`config.mk`:
```
export PLATFORM = sky130hd
export DESIGN_NAME = uart_byte_rx
export DESIGN_NICKNAME = d
export VERILOG_FILES = /design/src/rtl/uart_pkg.sv /design/src/rtl/uart_sync.sv /design/src/rtl/uart_byte_rx.sv
export SDC_FILE = /design/constraint.sdc
export NUM_CORES = 1
export LEC_CHECK = 0
export BUFFER_PORTS_ARGS = -buffer_cell sky130_fd_sc_hd__buf_4
export CORE_MARGIN = 10
export CORE_UTILIZATION = 56
export DETAILED_ROUTE_END_ITERATION = 7
export GPL_TIMING_DRIVEN = 0
export HOLD_SLACK_MARGIN = 0.08
export MAX_ROUTING_LAYER = met4
export PLACE_DENSITY_LB_ADDON = 0.05
export SLEW_MARGIN = 20
export SYNTH_ARGS = -nofsm -noshare
export SYNTH_HDL_FRONTEND = slang
export SYNTH_HIERARCHICAL = 1
export SYNTH_SLANG_ARGS = --single-unit
```
`constraint.sdc`:
```
create_clock -name clk -period 3.25 [get_ports clk]
set_clock_uncertainty 0.15 [all_clocks]
set_input_delay 0.4875 -clock clk [delete_from_list [all_inputs] [get_ports clk]]
set_output_delay 0.4875 -clock clk [all_outputs]
set_load 0.03 [all_outputs]
```
`src/rtl/uart_pkg.sv`:
```
// Shared UART definitions: receiver FSM states, synchronizer depth and the
// packet start-of-frame byte. UART_RX_PARITY_EN adds the PARITY state.
package uart_pkg;

  localparam int         SYNC_DEPTH = 2;
  localparam logic [7:0] PKT_SOF    = 8'h8F;

  typedef enum logic [2:0] {
    RX_IDLE,
    RX_START,
    RX_DATA,
`ifdef UART_RX_PARITY_EN
    RX_PARITY,
`endif
    RX_STOP,
    RX_BREAK
  } rx_state_e;

  // Outcome of the stop-bit sample, turned into an output pulse one cycle later.
  typedef enum logic [1:0] {
    RES_NONE,
    RES_OK,
    RES_FRAME,
    RES_PARITY
  } rx_result_e;

endpackage

```
`src/rtl/uart_sync.sv`:
```
// Multi-flop synchronizer for an asynchronous single-bit input.
module uart_sync #(
  parameter int   DEPTH     = 2,
  parameter logic RESET_VAL = 1'b1
) (
  input  logic clk,
  input  logic rst_ni,
  input  logic d_i,
  output logic q_o
);

  logic [DEPTH-1:0] sync_q;

  always_ff @(posedge clk or negedge rst_ni) begin
    if (!rst_ni) begin
      sync_q <= {DEPTH{RESET_VAL}};
    end else begin
      sync_q <= {sync_q[DEPTH-2:0], d_i};
    end
  end

  assign q_o = sync_q[DEPTH-1];

endmodule

```
`src/rtl/uart_byte_rx.sv`:
```
// UART byte receiver, 8N1 by default; defining UART_RX_PARITY_EN adds an
// even-parity bit between the data and stop bits.
module uart_byte_rx
  import uart_pkg::*;
#(
  parameter logic [15:0] CLKS_PER_BIT = 16'd868
) (
  input  logic       clk,
  input  logic       reset_n,
  input  logic       uart_rx_pin,
  input  logic       uartDisabled,
  output logic [7:0] uart_rx_data,
  output logic       uart_rx_val,
  output logic       frame_err,
  output logic       parity_err
);

  if (CLKS_PER_BIT < 16'd4) begin : g_bad_clks_per_bit
    $fatal(1, "uart_byte_rx: CLKS_PER_BIT must be at least 4");
  end

  localparam logic [15:0] HALF_M1 = (CLKS_PER_BIT >> 1) - 16'd1;
  localparam logic [15:0] FULL_M1 = CLKS_PER_BIT - 16'd1;

  logic       rx_s;
  rx_state_e  state_q, state_d;
  logic [15:0] cnt_q, cnt_d;
  logic [2:0] idx_q, idx_d;
  logic [7:0] shift_q, shift_d;
  rx_result_e res_q, res_d;
  logic [7:0] data_q;
  logic       val_q, ferr_q;

  uart_sync #(
    .DEPTH    (SYNC_DEPTH),
    .RESET_VAL(1'b1)
  ) u_sync (
    .clk   (clk),
    .rst_ni(reset_n),
    .d_i   (uart_rx_pin),
    .q_o   (rx_s)
  );

`ifdef UART_RX_PARITY_EN
  logic par_err_q, par_err_d;
  logic perr_q;
`endif

  always_comb begin
    state_d = state_q;
    cnt_d   = cnt_q;
    idx_d   = idx_q;
    shift_d = shift_q;
    res_d   = RES_NONE;
`ifdef UART_RX_PARITY_EN
    par_err_d = par_err_q;
`endif
    if (uartDisabled) begin
      state_d = RX_IDLE;
      cnt_d   = 16'd0;
      idx_d   = 3'd0;
    end else begin
      unique case (state_q)
        RX_IDLE: begin
          if (!rx_s) begin
            state_d = RX_START;
            cnt_d   = HALF_M1;
          end
        end
        RX_START: begin
          if (cnt_q != 16'd0) begin
            cnt_d = cnt_q - 16'd1;
          end else if (!rx_s) begin
            state_d = RX_DATA;
            cnt_d   = FULL_M1;
            idx_d   = 3'd0;
          end else begin
            state_d = RX_IDLE;
          end
        end
        RX_DATA: begin
          if (cnt_q != 16'd0) begin
            cnt_d = cnt_q - 16'd1;
          end else begin
            // LSB arrives first, so shift right and insert at the top.
            shift_d = {rx_s, shift_q[7:1]};
            cnt_d   = FULL_M1;
            idx_d   = idx_q + 3'd1;
            if (idx_q == 3'd7) begin
`ifdef UART_RX_PARITY_EN
              state_d = RX_PARITY;
`else
              state_d = RX_STOP;
`endif
            end
          end
        end
`ifdef UART_RX_PARITY_EN
        RX_PARITY: begin
          if (cnt_q != 16'd0) begin
            cnt_d = cnt_q - 16'd1;
          end else begin
            par_err_d = (^shift_q) ^ rx_s;
            cnt_d     = FULL_M1;
            state_d   = RX_STOP;
          end
        end
`endif
        RX_STOP: begin
          if (cnt_q != 16'd0) begin
            cnt_d = cnt_q - 16'd1;
          end else if (!rx_s) begin
            state_d = RX_BREAK;
            res_d   = RES_FRAME;
          end else begin
            state_d = RX_IDLE;
`ifdef UART_RX_PARITY_EN
            res_d   = par_err_q ? RES_PARITY : RES_OK;
`else
            res_d   = RES_OK;
`endif
          end
        end
        RX_BREAK: begin
          if (rx_s) begin
            state_d = RX_IDLE;
          end
        end
        default: state_d = RX_IDLE;
      endcase
    end
  end

  always_ff @(posedge clk or negedge reset_n) begin
    if (!reset_n) begin
      state_q <= RX_IDLE;
      cnt_q   <= 16'd0;
      idx_q   <= 3'd0;
      shift_q <= 8'h00;
      res_q   <= RES_NONE;
    end else begin
      state_q <= state_d;
      cnt_q   <= cnt_d;
      idx_q   <= idx_d;
      shift_q <= shift_d;
      res_q   <= res_d;
    end
  end

  // Output stage: pulses trail the stop-bit sample by one cycle.
  always_ff @(posedge clk or negedge reset_n) begin
    if (!reset_n) begin
      data_q <= 8'h00;
      val_q  <= 1'b0;
      ferr_q <= 1'b0;
    end else begin
      val_q  <= !uartDisabled && (res_q == RES_OK);
      ferr_q <= !uartDisabled && (res_q == RES_FRAME);
      if (!uartDisabled && (res_q == RES_OK)) begin
        data_q <= shift_q;
      end
    end
  end

`ifdef UART_RX_PARITY_EN
  always_ff @(posedge clk or negedge reset_n) begin
    if (!reset_n) begin
      par_err_q <= 1'b0;
      perr_q    <= 1'b0;
    end else begin
      par_err_q <= par_err_d;
      perr_q    <= !uartDisabled && (res_q == RES_PARITY);
    end
  end

  assign parity_err = perr_q;
`else
  assign parity_err = 1'b0;
`endif

  assign uart_rx_data = data_q;
  assign uart_rx_val  = val_q;
  assign frame_err    = ferr_q;

endmodule

```
**Word level (Yosys, flattened, before mapping)**

Index checks and enable logic that the tools add are counted.
W data, S select, Z words.

- Add/sub/neg operators: 2
- Bitwise operators: 2
- Multipliers: 0
- Divide/modulo/power cells: 0
- Multiplexer cells: 26
- Reduce and logical (&&, ||, !) cells: 11
- Magnitude comparators: 0
- Shifts and indexed selects: 0
- Equality and inequality tests: 16

Operator list:

| kind | count |
|---|---|
| $mux W16 | 6 |
| $pmux W16 S4 | 1 |
| $mux W3 | 12 |
| $ne A3 B3 Y1 const B | 7 |
| $reduce_bool A16 Y1 | 1 |
| $sub A16 B1 Y16 const B | 1 |
| $pmux W3 S5 | 1 |
| $mux W2 | 5 |
| $reduce_and A4 Y1 | 2 |
| $eq A3 B2 Y1 const B | 2 |
| $eq A3 B3 Y1 const B | 2 |
| $pmux W3 S2 | 1 |
| $reduce_and A6 Y1 | 1 |
| $reduce_bool A5 Y1 | 1 |
| $ne A4 B4 Y1 const B | 1 |
| $add A3 B1 Y3 const B | 1 |
| $eq A3 B1 Y1 const B | 1 |
| $logic_not A3 Y1 | 1 |
| $ne A3 B2 Y1 const B | 1 |
| $reduce_and A3 Y1 | 1 |
| $reduce_bool A3 Y1 | 1 |
| $eq A2 B1 Y1 const B | 1 |
| $eq A2 B2 Y1 const B | 1 |
| $logic_and A1 B1 Y1 | 2 |
| 2 further kinds | 3 |

- Memory bits (read-only): 0
- Memory bits (writable): 0
- Register bits after elaboration: 44
- Memories kept: 0
- Output and inout bits: 11
- Input port bits: 4
- Bits in latches: 0

**Logic depth before layout (Yosys ltp)**

Gate-level depths: netlist (run 1).

- Word-level depth: 5
- Depth in mapped cells: 8
- Depth with buffers taken out: 7

**Cells and area by module**

Netlist (run 1), hierarchy kept.

By module, submodules not included:

| module | cells each | area an instance (um^2) | instances |
|---|---|---|---|
| uart_byte_rx | 199 | 2100.8 | 1 |
| uart_sync | 2 | 52.6 | 1 |

**Least setup slack after synthesis (run 1)**

No wires, ideal clock.

- Path kind: register to register
- From: register cnt_q[4]
- To: register cnt_q[1]
- Slack: 0.514 ns
- Cell stages (with the launch flop): 6
- Data required time: 2.975 ns
- Arrival time: 2.461 ns
- Cells stage by stage: dfrtp_1 or4_1 buf_2 or4_4 a311oi_4 mux2_2

- Word-level cells in the longest chain between the ends: 4
- Elaborated cells between the ends (all ways): 8
- Classes of those cells: 2 x eq/ne; 4 x mux; 2 x reduce/logical

Ends and longest elaborated chain:

| item | line | RTL |
|---|---|---|
| start: declaration | uart_byte_rx.sv:27 | `logic [15:0] cnt_q, cnt_d;` |
| start signal: assignment | uart_byte_rx.sv:143 | `cnt_q <= cnt_d;` |
| $reduce_bool A16 Y1 * | uart_byte_rx.sv:71, uart_byte_rx.sv:82, uart_byte_rx.sv:110 |  |
| $mux W16, on equally long branches | uart_byte_rx.sv:82, uart_byte_rx.sv:71 |  |
| $pmux W16 S4 | uart_byte_rx.sv:63 | `unique case (state_q)` |
| $mux W16 | uart_byte_rx.sv:58 | `if (uartDisabled) begin` |

Every way passes the cells marked *; elsewhere a longest branch is shown, timed or not.
A chain may end at the register's enable or synchronous reset.

**Final worst setup path (run 1)**

- From: register cnt_q[4]
- To: register cnt_q[4]

- Word-level cells in the longest chain between the ends: 4
- Elaborated cells between the ends (all ways): 10
- Classes of those cells: 1 x add/sub; 2 x eq/ne; 5 x mux; 2 x reduce/logical

Ends and longest elaborated chain:

| item | line |
|---|---|
| $sub A16 B1 Y16 or $reduce_bool A16 Y1 (tied branches) | n/a |
| $mux W16, on equally long branches | uart_byte_rx.sv:110, uart_byte_rx.sv:71, uart_byte_rx.sv:82 |
| $pmux W16 S4 | uart_byte_rx.sv:63 |
| $mux W16 | uart_byte_rx.sv:58 |

Several ways; a longest one is shown, not always the timed one. The select of a mux whose other input is x is not followed.

==> reports/qor.csv, run 1 <==
stage,metric,value,unit
worst_setup_path,CP Cell Sequence,or4_1 > buf_2 > nor4_1 > nand3_1 > a31o_2 > a32o_1,
cts,CTS Buf Count,5,
floorplan,Initial Util,58.4,%
worst_setup_path,Slowest Stage Delay on Critical Path,0.63,ns
global_route,antenna violations before repair,0,
route,metal3 WL,210,um
cts,clk_lat worst skew,0.30,ns
floorplan,Ports,15,
sta,Max Slew Vio Count,0,
sta,final worst path period need,2.95,ns
yosys,Syn Inst Count,201,
route,WL/cell,15.8,um
worst_setup_path,FF-to-FF End,cnt_q[4]$_DFFE_PN0P_,
route,DR pass1 iterations,4,
worst_setup_path,R2R depth,6,
place,HPWL Detailed,3130,um
sta,f_max,339,MHz
route,met1 wire length,1850,um
cts,clock-pin slew on the worst setup and hold paths,0.08,ns
route,drt drc,0,
global_route,global-route wire length before repair,7360,um
sta,fin crit share,90.7,%
worst_setup_path,Crit. End Element,flop,
power_and_ir_drop,Peak VDD IR,0.281,mV
worst_setup_path,slowest CP cell,nor4_1,
yosys,Area contributors post-synth,"dfrtp_1 (49%), mux2_2 (8.9%), dfstp_2 (2.4%)",
route,final wirelength,4260,um
place,RD Place Congestion,0.828,
yosys,syn avg cell area,10.7,sq um
worst_setup_path,Worst Path Arrival,2.99,ns
place,Port Buffers,12,
yosys,Post-synth top cells,"dfrtp_1 (42), mux2_2 (17), nand2_1 (13), nor2_1 (13)",
worst_setup_path,CP top delay family,simple AND/OR/NAND/NOR gates,
power_and_ir_drop,register share of total power,51.3,%
sta,final hold viol count,0,
yosys,Synth Warn #,6,
sta,RSZ-0062 raised after global routing,false,
worst_setup_path,reg2reg setup slack,0.30,ns
yosys,Post-synth EDFFs,0,
finish,post-route design area,0.00241,sq mm
yosys,Syn Nets,209,
route,vias per inst,6.07,
power_and_ir_drop,sw frac,28.9,%
cts,Root Buffer,clkbuf_8,
hold_path,Hold Path Class,in2reg,
yosys,top-count cell post-synth,dfrtp_1,
floorplan,row count,22,
cts,CTS tree,done,
power_and_ir_drop,share of total power in the clock network,30.8,%
power_and_ir_drop,Static Leak,1.11,nW
sta,slew margin rel.,53.6,%
floorplan,die width,82.0,um
global_route,gr usage total,14.4,%
worst_setup_path,Setup CP Type,reg2reg,
yosys,sequential fraction of the synthesis area,51.2,%
global_route,number of global-route vias before repair,1622,
sta,actual slew at the worst max-slew pin,0.686,ns
power_and_ir_drop,Comb power frac,17.9,%
worst_setup_path,Worst Path Required,3.29,ns
yosys,"flops & latches, synth",44,
place,Post-DP Area,0.00230,sq mm
worst_setup_path,Worst Path Max Fanout,8,
route,Max Used Layer,met4,
yosys,Synth top area share,48.8,%
route,total number of vias,1639,
power_and_ir_drop,net switching component of the power,0.336,mW
yosys,most common flop cell mapped by yosys,dfrtp_1,
worst_setup_path,Reg2Reg Launch Point,cnt_q[4]$_DFFE_PN0P_,
sta,setup TNS,0,ns
yosys,ys async rst share,100,%
worst_setup_path,Worst Path Buf+Inv,1,
yosys,"Distinct cells, synth",50,
power_and_ir_drop,Pint,0.828,mW
global_route,grt total ovfl,0,
cts,H-Tree Depth,2,
floorplan,Die Ht,82.0,um
sta,final setup vio count,0,
route,met2 routed WL,2130,um
finish,NumNets Final,229,
floorplan,DIE AREA,0.00673,sq mm
worst_setup_path,WP depth,6,
finish,antenna cell count,0,
status,status,completed,
floorplan,Core ar.,0.00369,sq mm
yosys,leading area contributor after synthesis,dfrtp_1,
worst_setup_path,crit path to,cnt_q[4]$_DFFE_PN0P_,
worst_setup_path,Critical Path Start Type,flop,
cts,maximum clock path buffer count,2,
route,drt initial violations,130,
global_route,largest net degree at the start of global routing,45,
flow_run,MaxCap Viol Count,0,
route,Final ANT Viol Nets,0,
power_and_ir_drop,cell area power density,483,mW/mm^2
finish,synth-to-layout area growth,12.0,%
yosys,Post-Syn Area,0.00215,sq mm
finish,layout cells sized above 1,24.3,%
worst_setup_path,CP Launch Point,cnt_q[4]$_DFFE_PN0P_,
cts,Clock Sinks,44,
[power groups by stage]
stage          registers (mW)  logic [mW]  clock network [mW]
3_3_place_gp            0.606       0.199                   0
4_1_cts                 0.596       0.209               0.372
2_1_floorplan           0.601       0.157                   0
3_5_place_dp            0.607       0.207                   0
6_report                0.597       0.209               0.359
5_1_grt                 0.602       0.233               0.391
[timing repair]
item,CTS,global route
endpoints found under the hold margin,42,0
resized for setup,0,0
buffers inserted,0,0
hold buffers,1,0
[cell type report]
cell class	count	area, sq um
Buffer	11	53.8
Clock buffer	6	82.6
Clock inverter	2	15.0
Fill cell	322	1280
Inverter	7	26.3
Multi-Input combinational cell	139	970
Sequential cell	44	1100
Tap cell	48	60.1
Timing Repair Buffer	13	100
[registers in the layout, summed over array words and instances, names as in the netlist]
name / flops
frame_err: 1
u_sync/sync_q: 2
uart_rx_data: 8
idx_q: 3
shift_q: 8
res_q: 2
state_q: 3
cnt_q: 16
uart_rx_val: 1
[metrics by stage]
step	hold WS [ns]	std cells	util (%)	worst slack, ns	power, mW
6_report	0.144	270	65.4	0.301	1.16
2_1_floorplan	0.0419	201	-	0.514	0.758
4_1_cts	0.134	270	65.4	0.324	1.18
3_5_place_dp	0.199	261	62.4	0.337	0.814
5_1_grt	0.131	270	65.4	0.0744	1.23
3_3_place_gp	0.197	261	62.4	0.344	0.804
[logic make-up (layout without fill, tap and decap cells)]
family                     Yosys count  count (layout)  share of synthesized area, %
buffers and inverters               18              39                          3.72
adders and majority gates            4               4                          2.32
DFF                                 44              44                          51.2
AOI/OAI and AO/OA                   47              47                          15.6
muxes                               18              18                          9.35
other                                1               1                         0.174
and+or+nand+nor                     67              67                          16.8
xor gates and xnor gates             2               2                         0.814
[placed cells by master, fill, tap and decap left out, types with 3 or more instances in the layout]
| master | n |
|---|---|
| or4_1 | 5 |
| ha_1 | 4 |
| nand2_1 | 13 |
| clkbuf_1 | 8 |
| nor3_1 | 7 |
| inv_1 | 7 |
| mux2_2 | 17 |
| nand3_1 | 7 |
| clkbuf_8 | 6 |
| nor3b_1 | 3 |
| a31oi_1 | 4 |
| buf_4 | 13 |
| nor2_1 | 13 |
| o21ai_0 | 9 |
| dfrtp_1 | 42 |
| or3_1 | 4 |
| a21oi_1 | 4 |
| o21ai_1 | 9 |
[routing by layer]
metal / vias up / GRT usage, %
met5: - / -
met4: 0 / 5.95
met3: 9 / 3.49
met2: 51 / 22.7
met1: 806 / 17.2
li1: 773 / -
[worst reg2reg max path: stages (launching register included)]
cell,delay (ns)
dfrtp_1,0.42
or4_1,0.52
buf_2,0.17
nor4_1,0.63
nand3_1,0.41
a31o_2,0.34
a32o_1,0.20
[worst min-delay path by stage]
stage	start	to	slack, ns	cells after the start
global placement	u_sync/sync_q[0]$_DFF_PN1_	u_sync/sync_q[1]$_DFF_PN1_	0.20	0
detailed placement	u_sync/sync_q[0]$_DFF_PN1_	u_sync/sync_q[1]$_DFF_PN1_	0.20	0
finish	uart_rx_pin	u_sync/sync_q[0]$_DFF_PN1_	0.14	1
CTS	uart_rx_pin	u_sync/sync_q[0]$_DFF_PN1_	0.13	1
global route	uart_rx_pin	u_sync/sync_q[0]$_DFF_PN1_	0.13	1
floorplan	reset_n	cnt_q[0]$_DFFE_PN0P_	0.04	0
Power figures use the tool's default switching activity.
==> run 2: changes to the inputs <==
Settings changed: ABC_AREA set to 1, CAP_MARGIN set to 10, SETUP_SLACK_MARGIN set to 0.5.
==> reports/qor.csv, run 2 <==
stage,metric,value,unit
status,status,completed,
power_and_ir_drop,share of total power in the clock network,21.6,%
sta,hold slack,0.144,ns
floorplan,DIE AREA,0.00714,sq mm
cts,clk_lat worst skew,0.30,ns
floorplan,Initial Util,58.2,%
worst_setup_path,Slowest Stage Delay on Critical Path,0.38,ns
worst_setup_path,CP dominant cell by count,nand2_1,
power_and_ir_drop,net switching component of the power,0.862,mW
worst_setup_path,Worst Path Arrival,2.06,ns
yosys,leading area contributor after synthesis,dfrtp_1,
finish,layout cells sized above 1,17.0,%
cts,Root Buffer,clkbuf_8,
floorplan,Die Ht,84.5,um
route,total number of vias,1838,
yosys,Post-synth top cells,"nand2_1 (80), dfrtp_1 (42), inv_1 (30)",
yosys,sequential fraction of the synthesis area,47.4,%
worst_setup_path,Setup CP Type,reg2reg,
finish,antenna cell count,0,
worst_setup_path,Worst Path Max Fanout,10,
place,Port Buffers,12,
worst_setup_path,Critical Path Start Type,flop,
cts,H-Tree Depth,2,
finish,final non-filler cell total,355,
yosys,Synth top area share,45.1,%
finish,max reg flops,16,
global_route,antenna violations before repair,0,
finish,synth-to-layout area growth,12.2,%
yosys,Syn Nets,292,
hold_path,Worst Hold End,u_sync/sync_q[0]$_DFF_PN1_,
global_route,largest net degree at the start of global routing,45,
yosys,"flops & latches, synth",44,
cts,Clock Sinks,44,
power_and_ir_drop,cell area power density,787,mW/mm^2
worst_setup_path,Reg2Reg Launch Point,cnt_q[0]$_DFFE_PN0P_,
power_and_ir_drop,Peak VDD IR,0.479,mV
finish,largest reg by FF count,cnt_q,
sta,f_max,508,MHz
worst_setup_path,slowest CP cell,dfrtp_1,
yosys,Post-Syn Area,0.00233,sq mm
yosys,Post-synth EDFFs,0,
worst_setup_path,CP top delay family,simple AND/OR/NAND/NOR gates,
worst_setup_path,R2R depth,10,
yosys,Area contributors post-synth,"dfrtp_1 (45%), nand2_1 (13%), nand3_1 (5.4%)",
power_and_ir_drop,Comb power frac,42.9,%
cts,Setup Buffers After CTS,0,
yosys,top-count cell post-synth,nand2_1,
worst_setup_path,FF-to-FF End,cnt_q[7]$_DFFE_PN0P_,
worst_setup_path,Worst Path Buf+Inv,2,
hold_path,Worst Hold Depth,1,
cts,CTS Buf Count,5,
global_route,number of global-route vias before repair,1776,
sta,RSZ-0062 raised after global routing,false,
floorplan,die width,84.5,um
route,drt drc,0,
route,WL/cell,12.8,um
floorplan,row count,23,
global_route,grt total ovfl,0,
floorplan,Ports,15,
place,HPWL Detailed,3340,um
power_and_ir_drop,Pwr Total,2.06,mW
finish,Final Core Density,65.3,%
global_route,global-route wire length before repair,8060,um
worst_setup_path,Crit. End Element,flop,
sta,fin crit share,60.5,%
sta,setup TNS,0,ns
yosys,ys async rst share,100,%
sta,final setup vio count,0,
power_and_ir_drop,sw frac,41.9,%
sta,final hold viol count,0,
sta,Max Slew Vio Count,0,
power_and_ir_drop,Static Leak,1.33,nW
cts,clock-pin slew on the worst setup and hold paths,0.08,ns
yosys,"Distinct cells, synth",32,
route,vias per inst,5.18,
sta,actual slew at the worst max-slew pin,0.566,ns
route,final wirelength,4540,um
finish,Filler Cell Count,338,
route,DR pass1 iterations,4,
yosys,syn avg cell area,8.20,sq um
worst_setup_path,CP Cell Sequence,inv_1 > ha_1 > nand2_1 > nor2_4 > nand3_1 > nand2_1 > nor2_2 > buf_4 > nand3_1 > nand2_1,
finish,"most common cell after layout, fill and taps aside",nand2_1,
power_and_ir_drop,register share of total power,35.5,%
finish,NumNets Final,312,
yosys,most common flop cell mapped by yosys,dfrtp_1,
sta,final worst path period need,1.97,ns
cts,CTS tree,done,
worst_setup_path,Worst Path Required,3.34,ns
cts,maximum clock path buffer count,2,
place,post-placement cell count,346,
global_route,gr usage total,13.7,%
place,RD Place Congestion,0.848,
finish,most frequent cells in the layout,"nand2_1 (80), dfrtp_1 (42), inv_1 (30)",
route,drt initial violations,100,
worst_setup_path,reg2reg setup slack,1.28,ns
power_and_ir_drop,Pint,1.19,mW
route,Final ANT Viol Nets,0,
flow_run,MaxCap Viol Count,0,
hold_path,worst min-delay path startpoint,uart_rx_pin,
hold_path,Hold Path Class,in2reg,
sta,slew margin rel.,62.3,%
yosys,Syn Inst Count,284,
floorplan,Core ar.,0.00400,sq mm
yosys,Synth Warn #,6,
run 2: kinds of logic after synthesis:
logic type      after synthesis  synth area share (%)
simple gates                154                  30.4
flops                        44                  47.4
buf+inv                      38                  7.52
compound gates               33                  8.65
xor+xnor                     10                  3.76
fa+ha+maj                     4                  2.15
other cells                   1                 0.161
run 2: power groups by stage:
stage / Combinational, mW / Clock [mW] / Sequential (mW)
floorplan: 0.716 / 0 / 0.718
global placement: 0.869 / 0 / 0.739
detailed placement: 0.878 / 0 / 0.740
CTS: 0.882 / 0.459 / 0.730
global route: 1.00 / 0.476 / 0.743
finish: 0.882 / 0.444 / 0.730
run 2: stage by stage:
stage	instance area, sq um	setup WS (ns)
final	2610	1.28
after global routing	2610	1.16
after CTS	2610	1.30
after detailed placement	2480	1.19
after global placement	2480	1.17
after floorplan	2330	1.48
run 2: worst register-to-register path: cells and delay by family (launching register included):
family        cells  cell delay, ns
simple gates      7            0.83
flops             1            0.38
fa+ha+maj         1            0.22
buf+inv           2            0.33
run 2: cell type report:
class | count | area, sq um | share of cell area [%]
Buffer | 6 | 55.1 | 2.11
Clock buffer | 6 | 82.6 | 3.16
Clock inverter | 2 | 38.8 | 1.48
Inverter | 32 | 120 | 4.60
Multi-Input combinational cell | 202 | 1050 | 40.2
Sequential cell | 44 | 1100 | 42.2
Tap cell | 50 | 62.6 | 2.39
Timing Repair Buffer | 13 | 100 | 3.83
run 2: what timing repair did:
item,CTS,global route
hold buffers,1,0
resized for setup,0,0
endpoints found under the hold margin,42,0
run 2: per-layer routing:
layer | share of wire (%) | up-vias | track usage, %
met2 | 48 | 30 | 21.1
met3 | 3.0 | 5 | 3.48
li1 | - | 941 | -
met5 | 0 | - | -
met1 | 48 | 862 | 16.9
met4 | 1.2 | 0 | 4.94
run 2: how the worst max path moves through the flow:
stage,start,to,cells after the start
final,cnt_q[0]$_DFFE_PN0P_,cnt_q[7]$_DFFE_PN0P_,10
after global routing,cnt_q[0]$_DFFE_PN0P_,cnt_q[7]$_DFFE_PN0P_,10
after global placement,uartDisabled,uart_rx_data[7]$_DFFE_PN0P_,5
after detailed placement,uartDisabled,uart_rx_data[1]$_DFFE_PN0P_,5
after floorplan,cnt_q[0]$_DFFE_PN0P_,shift_q[3]$_DFFE_PN0P_,10
after CTS,cnt_q[0]$_DFFE_PN0P_,cnt_q[7]$_DFFE_PN0P_,10
